**src/rtl/get_stream_ctrl.sv**
```systemverilog
// Burst input controller: accepts a length-programmed burst from an upstream
// valid/ready stream into a FIFO and forwards it downstream with a done pulse.
// Optional stall statistics counter enabled by defining GET_STREAM_STAT_EN.
module get_stream_ctrl #(
    parameter int DATA_W = 32,
    parameter int DEPTH  = 4,
    parameter int LEN_W  = 16,
    parameter int STAT_W = 16
) (
    input  logic              clk,
    input  logic              rst_n,
    input  logic              run,
    input  logic              matw,
    input  logic              start,
    input  logic [LEN_W-1:0]  len,
    input  logic              abort,
    input  logic              get_valid,
    input  logic [DATA_W-1:0] get_data,
    output logic              get_ready,
    output logic              get_v,
    output logic              out_valid,
    output logic [DATA_W-1:0] out_data,
    input  logic              out_ready,
    output logic              busy,
    output logic              done,
    output logic [STAT_W-1:0] stall_cnt
);

    localparam int PTR_W = $clog2(DEPTH);
    localparam int CNT_W = PTR_W + 1;

    localparam logic [PTR_W-1:0] PTR_ZERO = PTR_W'(0);
    localparam logic [PTR_W-1:0] PTR_ONE  = PTR_W'(1);
    localparam logic [CNT_W-1:0] CNT_ZERO = CNT_W'(0);
    localparam logic [CNT_W-1:0] CNT_ONE  = CNT_W'(1);
    localparam logic [CNT_W-1:0] CNT_FULL = CNT_W'(DEPTH);
    localparam logic [LEN_W-1:0] LEN_ZERO = LEN_W'(0);
    localparam logic [LEN_W-1:0] LEN_ONE  = LEN_W'(1);

    typedef enum logic [1:0] {
        S_IDLE  = 2'd0,
        S_XFER  = 2'd1,
        S_DRAIN = 2'd2,
        S_DONE  = 2'd3
    } state_e;

    state_e            state_q, state_d;
    logic [LEN_W-1:0]  remaining_q, remaining_d;
    logic [PTR_W-1:0]  wr_ptr_q, wr_ptr_d;
    logic [PTR_W-1:0]  rd_ptr_q, rd_ptr_d;
    logic [CNT_W-1:0]  count_q, count_d;
    logic [DATA_W-1:0] mem_q [DEPTH];

    logic push_s;
    logic pop_s;
    logic start_ok_s;

    // No bypass: a full FIFO blocks input even when a pop happens this cycle.
    assign get_ready  = (state_q == S_XFER) & run & ~matw &
                        (count_q < CNT_FULL) & (remaining_q != LEN_ZERO);
    assign get_v      = get_valid & get_ready;
    assign push_s     = get_v & ~abort;
    assign out_valid  = (count_q != CNT_ZERO);
    assign pop_s      = out_valid & out_ready & ~abort;
    assign out_data   = mem_q[rd_ptr_q];
    assign busy       = (state_q != S_IDLE);
    assign done       = (state_q == S_DONE);
    assign start_ok_s = start & (state_q == S_IDLE) & ~abort;

    // Next-state logic for the burst FSM, FIFO pointers and occupancy.
    always_comb begin
        state_d     = state_q;
        remaining_d = remaining_q;
        wr_ptr_d    = wr_ptr_q;
        rd_ptr_d    = rd_ptr_q;
        count_d     = count_q;
        if (abort) begin
            state_d     = S_IDLE;
            remaining_d = LEN_ZERO;
            wr_ptr_d    = PTR_ZERO;
            rd_ptr_d    = PTR_ZERO;
            count_d     = CNT_ZERO;
        end else begin
            if (push_s) begin
                wr_ptr_d = wr_ptr_q + PTR_ONE;
            end else begin
                wr_ptr_d = wr_ptr_q;
            end
            if (pop_s) begin
                rd_ptr_d = rd_ptr_q + PTR_ONE;
            end else begin
                rd_ptr_d = rd_ptr_q;
            end
            if (push_s && !pop_s) begin
                count_d = count_q + CNT_ONE;
            end else if (pop_s && !push_s) begin
                count_d = count_q - CNT_ONE;
            end else begin
                count_d = count_q;
            end
            case (state_q)
                S_IDLE: begin
                    if (start) begin
                        remaining_d = len;
                        state_d     = (len != LEN_ZERO) ? S_XFER : S_DONE;
                    end else begin
                        state_d = S_IDLE;
                    end
                end
                S_XFER: begin
                    if (push_s) begin
                        remaining_d = remaining_q - LEN_ONE;
                        state_d     = (remaining_q == LEN_ONE) ? S_DRAIN : S_XFER;
                    end else begin
                        state_d = S_XFER;
                    end
                end
                S_DRAIN: begin
                    if (count_q == CNT_ZERO) begin
                        state_d = S_DONE;
                    end else begin
                        state_d = S_DRAIN;
                    end
                end
                S_DONE:  state_d = S_IDLE;
                default: state_d = S_IDLE;
            endcase
        end
    end

    // Control state registers.
    always_ff @(posedge clk or negedge rst_n) begin
        if (!rst_n) begin
            state_q     <= S_IDLE;
            remaining_q <= LEN_ZERO;
            wr_ptr_q    <= PTR_ZERO;
            rd_ptr_q    <= PTR_ZERO;
            count_q     <= CNT_ZERO;
        end else begin
            state_q     <= state_d;
            remaining_q <= remaining_d;
            wr_ptr_q    <= wr_ptr_d;
            rd_ptr_q    <= rd_ptr_d;
            count_q     <= count_d;
        end
    end

    // FIFO storage; contents are only meaningful below the occupancy count.
    always_ff @(posedge clk) begin
        if (push_s) begin
            mem_q[wr_ptr_q] <= get_data;
        end
    end

`ifdef GET_STREAM_STAT_EN
    localparam logic [STAT_W-1:0] STAT_ZERO = STAT_W'(0);
    localparam logic [STAT_W-1:0] STAT_ONE  = STAT_W'(1);
    localparam logic [STAT_W-1:0] STAT_MAX  = {STAT_W{1'b1}};

    logic [STAT_W-1:0] stall_q;

    // Saturating count of cycles where upstream offers data during XFER but is held off.
    always_ff @(posedge clk or negedge rst_n) begin
        if (!rst_n) begin
            stall_q <= STAT_ZERO;
        end else if (start_ok_s) begin
            stall_q <= STAT_ZERO;
        end else if ((state_q == S_XFER) && get_valid && !get_ready && (stall_q != STAT_MAX)) begin
            stall_q <= stall_q + STAT_ONE;
        end
    end

    assign stall_cnt = stall_q;
`else
    logic unused_start_ok_s;
    assign unused_start_ok_s = start_ok_s;
    assign stall_cnt         = {STAT_W{1'b0}};
`endif

endmodule
```
**config.mk**
```make
export PLATFORM = sky130hd
export DESIGN_NAME = get_stream_ctrl
export DESIGN_NICKNAME = d
export VERILOG_FILES = /design/src/rtl/get_stream_ctrl.sv
export SDC_FILE = /design/constraint.sdc
export NUM_CORES = 1
export LEC_CHECK = 0
export CAP_MARGIN = 20
export CORE_MARGIN = 5
export CORE_UTILIZATION = 40
export DETAILED_ROUTE_END_ITERATION = 16
export PLACE_DENSITY = 0.74
export SETUP_SLACK_MARGIN = 0.02
export SLEW_MARGIN = 20
export SYNTH_ARGS = -nofsm -noshare
export SYNTH_HDL_FRONTEND = slang
export SYNTH_SLANG_ARGS = --single-unit
```
**constraint.sdc**
```tcl
create_clock -name clk -period 3.27 [get_ports clk]
set_clock_uncertainty 0.05 [all_clocks]
set_input_delay 0.654 -clock clk [delete_from_list [all_inputs] [get_ports clk]]
set_output_delay 0.654 -clock clk [all_outputs]
set_load 0.02 [all_outputs]
```
==> results summary <==
The run finished with clean final reports. The number of inserted filler cells in the final layout came out at 1,343. The path with the worst hold slack has its endpoint at rd_ptr_q[1]$_DFFE_PN0P_. The post-synthesis simple-gate area fraction is 0.09006. Counting every sink on the clock net gives 153. The H-tree level count is 4. The number of buffers on the longest clock path came out at 2. The total die area came out at 19,090 µm². The power per standard cell area came out at 610.4 nW/µm². Data arrives at the worst endpoint at 2.39 ns. The total global routing overflow is 0.

Counting instances, the worst hold path has a depth of 2. Setup violations remaining at the end of the flow were counted as 0. The number of detailed-routing iterations run before antenna repair came out at 4. The placeable core region is 16,000 µm². The via total after detailed routing is 3,923. The root buffer cell chosen for the clock tree is clkbuf_16. The die is 138.2 µm tall. Setup repair after global routing left no endpoint under its margin. The largest incremental delay on the critical path is 0.54 ns.

The maximum net fanout on the critical path is 6. For this run, the number of Yosys warnings is 0. The worst register-to-register path has a setup slack of 0.56 ns.

The peak ir drop on the vdd network came out at 378.7 µV. The synthesized-area fraction occupied by ao, oa, aoi and oai cells is 0.05084. The post-CTS clock slew at the launch and capture registers of the worst setup and hold paths is 0.06 ns. The number of antenna violations at the first check in global routing was 1. The standard-cell row count came out at 46. The library cell with the largest summed area after synthesis is edfxtp_1. The static leakage came out at 2.801 nW. In this run, synthesis inferred 128 flip-flops with an integrated enable. The initial utilization of the core area, before any placement, comes to 0.4107. Max-cap violations in this run came to 0. The CTS tree is yes.

The first routing iteration left 188 violations. Summed over all nets, the switching power comes to 1.341 mW. The sequential cell area fraction in the yosys report came out at 0.6801. STA puts the critical path data required time at 2.57 ns. The count of buffers added on input and output ports is 92. The combinational share of power came out at 0.214. The setup path with the least slack is of type reg -> out. The net switching fraction of the power is 0.2633. Summing every instance area after synthesis gives 6571 µm².

The upper clock frequency limit came out at 323.6 MHz. By count the netlist is led by edfxtp_1 (128), mux4_2 (32), a21oi_1 (28), dfrtp_1 (25), nor2_1 (21). By instance count, the leading cell after synthesis is edfxtp_1. The final max-slew violation count is 0. The post-detailed-routing wire length is 13,600 µm.

Counting every instance in the synthesized netlist gives 400. The final net count came out at 568. The number of global-route vias before repair is 4,212. The number of hold-repair buffers added at the cts stage is 0.

The count of nets left with antenna violations once routing finished came out at 0. The first-pass GRT wire length came out at 22,340 µm. The share of the synthesized area in the top cell type came out at 0.5849. The internal portion of total power came out at 3.750 mW. The actual slew at the worst max-slew pin is 1.053 ns.

The weighted congestion at the end of routability-driven global placement came out at 0.8724. The post-CTS repair timing setup buffer count came out at 0. The synthesized area per cell came out at 16.43 µm². Of the total synthesized cell area, the portion taken by XOR and XNOR cells is 0.005331. The startpoint of the worst register-to-register path is remaining_q[6]$_DFFE_PN0P_. In this run the critical register-to-register path is captured at count_q[2]$_DFFE_PN0P_. The overall routing resource usage is 0.1475.

The min-delay analysis places its worst path in the category reg -> reg. The slowest stage of the critical path is the clkdlybuf4s50_1 cell. Across all hold checks on the routed design, the worst slack comes to 0.4936 ns. The total of flip-flops plus latches after synthesis came out at 153.

The estimated wirelength of the detail-placed design is 8988 µm. The part of the power in registers is 0.433. For the worst-skew pair, the clock arrives at the later sink with an insertion delay of 0.41 ns. The kind of cell with the highest combined delay along the critical path is simple AND/OR/NAND/NOR gates.

In the final routed layout, each cell accounts on average for 18.58 µm. The setup TNS is 0 ns. In the synthesized netlist the dominant register cell turns out to be edfxtp_1.

The average via count per standard cell came out at 5.359. The number of top-level pins came out at 109. Compared with the post-synthesis result, the final layout area differs by 26.92%. The start point of the worst hold path is rd_ptr_q[1]$_DFFE_PN0P_. The pin count of the biggest net entering global routing came out at 33. The post-detailed-route DRC marker count came out at 0.

In the finished design, the share of the clock period the worst path needs comes to 0.9451. The x dimension of the die is 138.2 µm. The share of cells above drive strength 1 came out at 0.1880. The critical path goes through nor4_2, and4_1, nor2_1, clkdlybuf4s50_1. The worst setup path is launched from a flip-flop. The portion of total power attributed to the clock network is 0.353.

Ranked by total cell area, the synthesized netlist is headed by edfxtp_1 (58%), mux4_2 (11%), dfrtp_1 (9.5%). The fraction of the mapped netlist area in adder cells came out at 0.01637. In this run, post-CTS repair resized a total of 0 instances. STA classifies the critical path endpoint as an output port. The hold violation count in the final report came out at 0. The share of async-settable or async-resettable flops after synthesis came out at 0.1634. The number of buffers and inverters on the critical path is 1. In this run, CTS created clock tree buffers numbering 17. The clock period could shrink to 3.091 ns. The number of distinct library cells after synthesis came out at 45. The relative slew slack is 0.2977.

The number of diodes added for antenna fixing is 0. By area, the combinational part of the netlist is dominated by multiplexers. The mux cell area share after synthesis is 0.1194. The number of cells on the worst reg-to-reg path is 7.
==> placed cells by master (no fill, tap or decap), drive strengths merged, types with 4 or more instances in the layout <==
master           n
nand2            7
nand4            5
and2             7
a21oi           28
dfrtp           25
nor4            12
a211oi           4
inv             12
buf             16
o32ai           13
or3              6
clkdlybuf4s50   92
ha               7
edfxtp         128
conb            16
mux4            32
nor3             8
nand2b          13
clkinv           5
nor2            22
clkbuf          18
==> state kept, by name, summed over array words and instances (netlist names) <==
signal	flops
mem_q	128
remaining_q	16
count_q	3
rd_ptr_q	2
state_q	2
wr_ptr_q	2
==> stage by stage <==
stage	util	total power, mW	cells	instance area [µm²]	setup slack [ns]
finish	0.5213	5.091	732	8341	0.1794
global route	0.5213	5.311	732	8341	0.06450
floorplan	-	2.915	415	6628	0.6637
CTS	0.5213	5.157	732	8341	0.1796
global placement	0.4870	3.318	701	7792	0.3414
detailed placement	0.4870	3.346	701	7792	0.3159
==> area by class of cell <==
type	instances	area, µm²	share of cell area
clock inverters	13	118.9	0.01425
repair buffers	108	1104	0.1323
inverters	8	30.03	0.003600
flip-flops and latches	153	4471	0.5360
multi-input cells	216	1918	0.2300
clock buffers	18	429.2	0.05146
well taps	216	270.3	0.03240
==> worst register-to-register path: cells and delay by family (launching register included) <==
kind,cells,cell delay (ns)
and+or+nand+nor,4,1.25
muxes,2,0.49
DFF,1,0.42
adders and majority gates,1,0.39
==> routing by layer <==
layer	up-vias	routed length [µm]	global-route usage
li1	1760	-	-
met1	1999	5647	0.1805
met3	25	908	0.05793
met4	2	290	0.04784
met2	137	6741	0.2415
met5	-	10	0
==> power groups by stage <==
stage	Sequential, mW	Combinational [mW]	Clock [mW]
finish	2.20	1.09	1.80
global route	2.21	1.18	1.92
global placement	2.24	1.08	0
floorplan	2.22	0.693	0
detailed placement	2.24	1.10	0
CTS	2.20	1.11	1.84
==> cells by family (layout without fill, tap and decap cells) <==
kind of cell	after synthesis	in the layout
xor gates and xnor gates	4	4
adders and majority gates	8	8
and+or+nand+nor	99	99
muxes	38	38
DFF	153	153
buffers and inverters	46	147
AOI/OAI and AO/OA	51	51
other	1	16
==> how the worst max path moves through the flow <==
| stage | from | cells after the start | to | slack [ns] |
|---|---|---|---|---|
| 3_3_place_gp | matw | 5 | get_v | 0.34 |
| 3_5_place_dp | matw | 5 | get_v | 0.32 |
| 5_1_grt | remaining_q[5]$_DFFE_PN0P_ | 4 | get_ready | 0.06 |
| 2_1_floorplan | remaining_q[0]$_DFFE_PN0P_ | 7 | mem_q[0][0]$_DFFE_PP_ | 0.66 |
| 4_1_cts | remaining_q[6]$_DFFE_PN0P_ | 4 | get_ready | 0.18 |
| 6_report | remaining_q[6]$_DFFE_PN0P_ | 4 | get_ready | 0.18 |
Note: power is estimated with default switching activity, not from simulation.
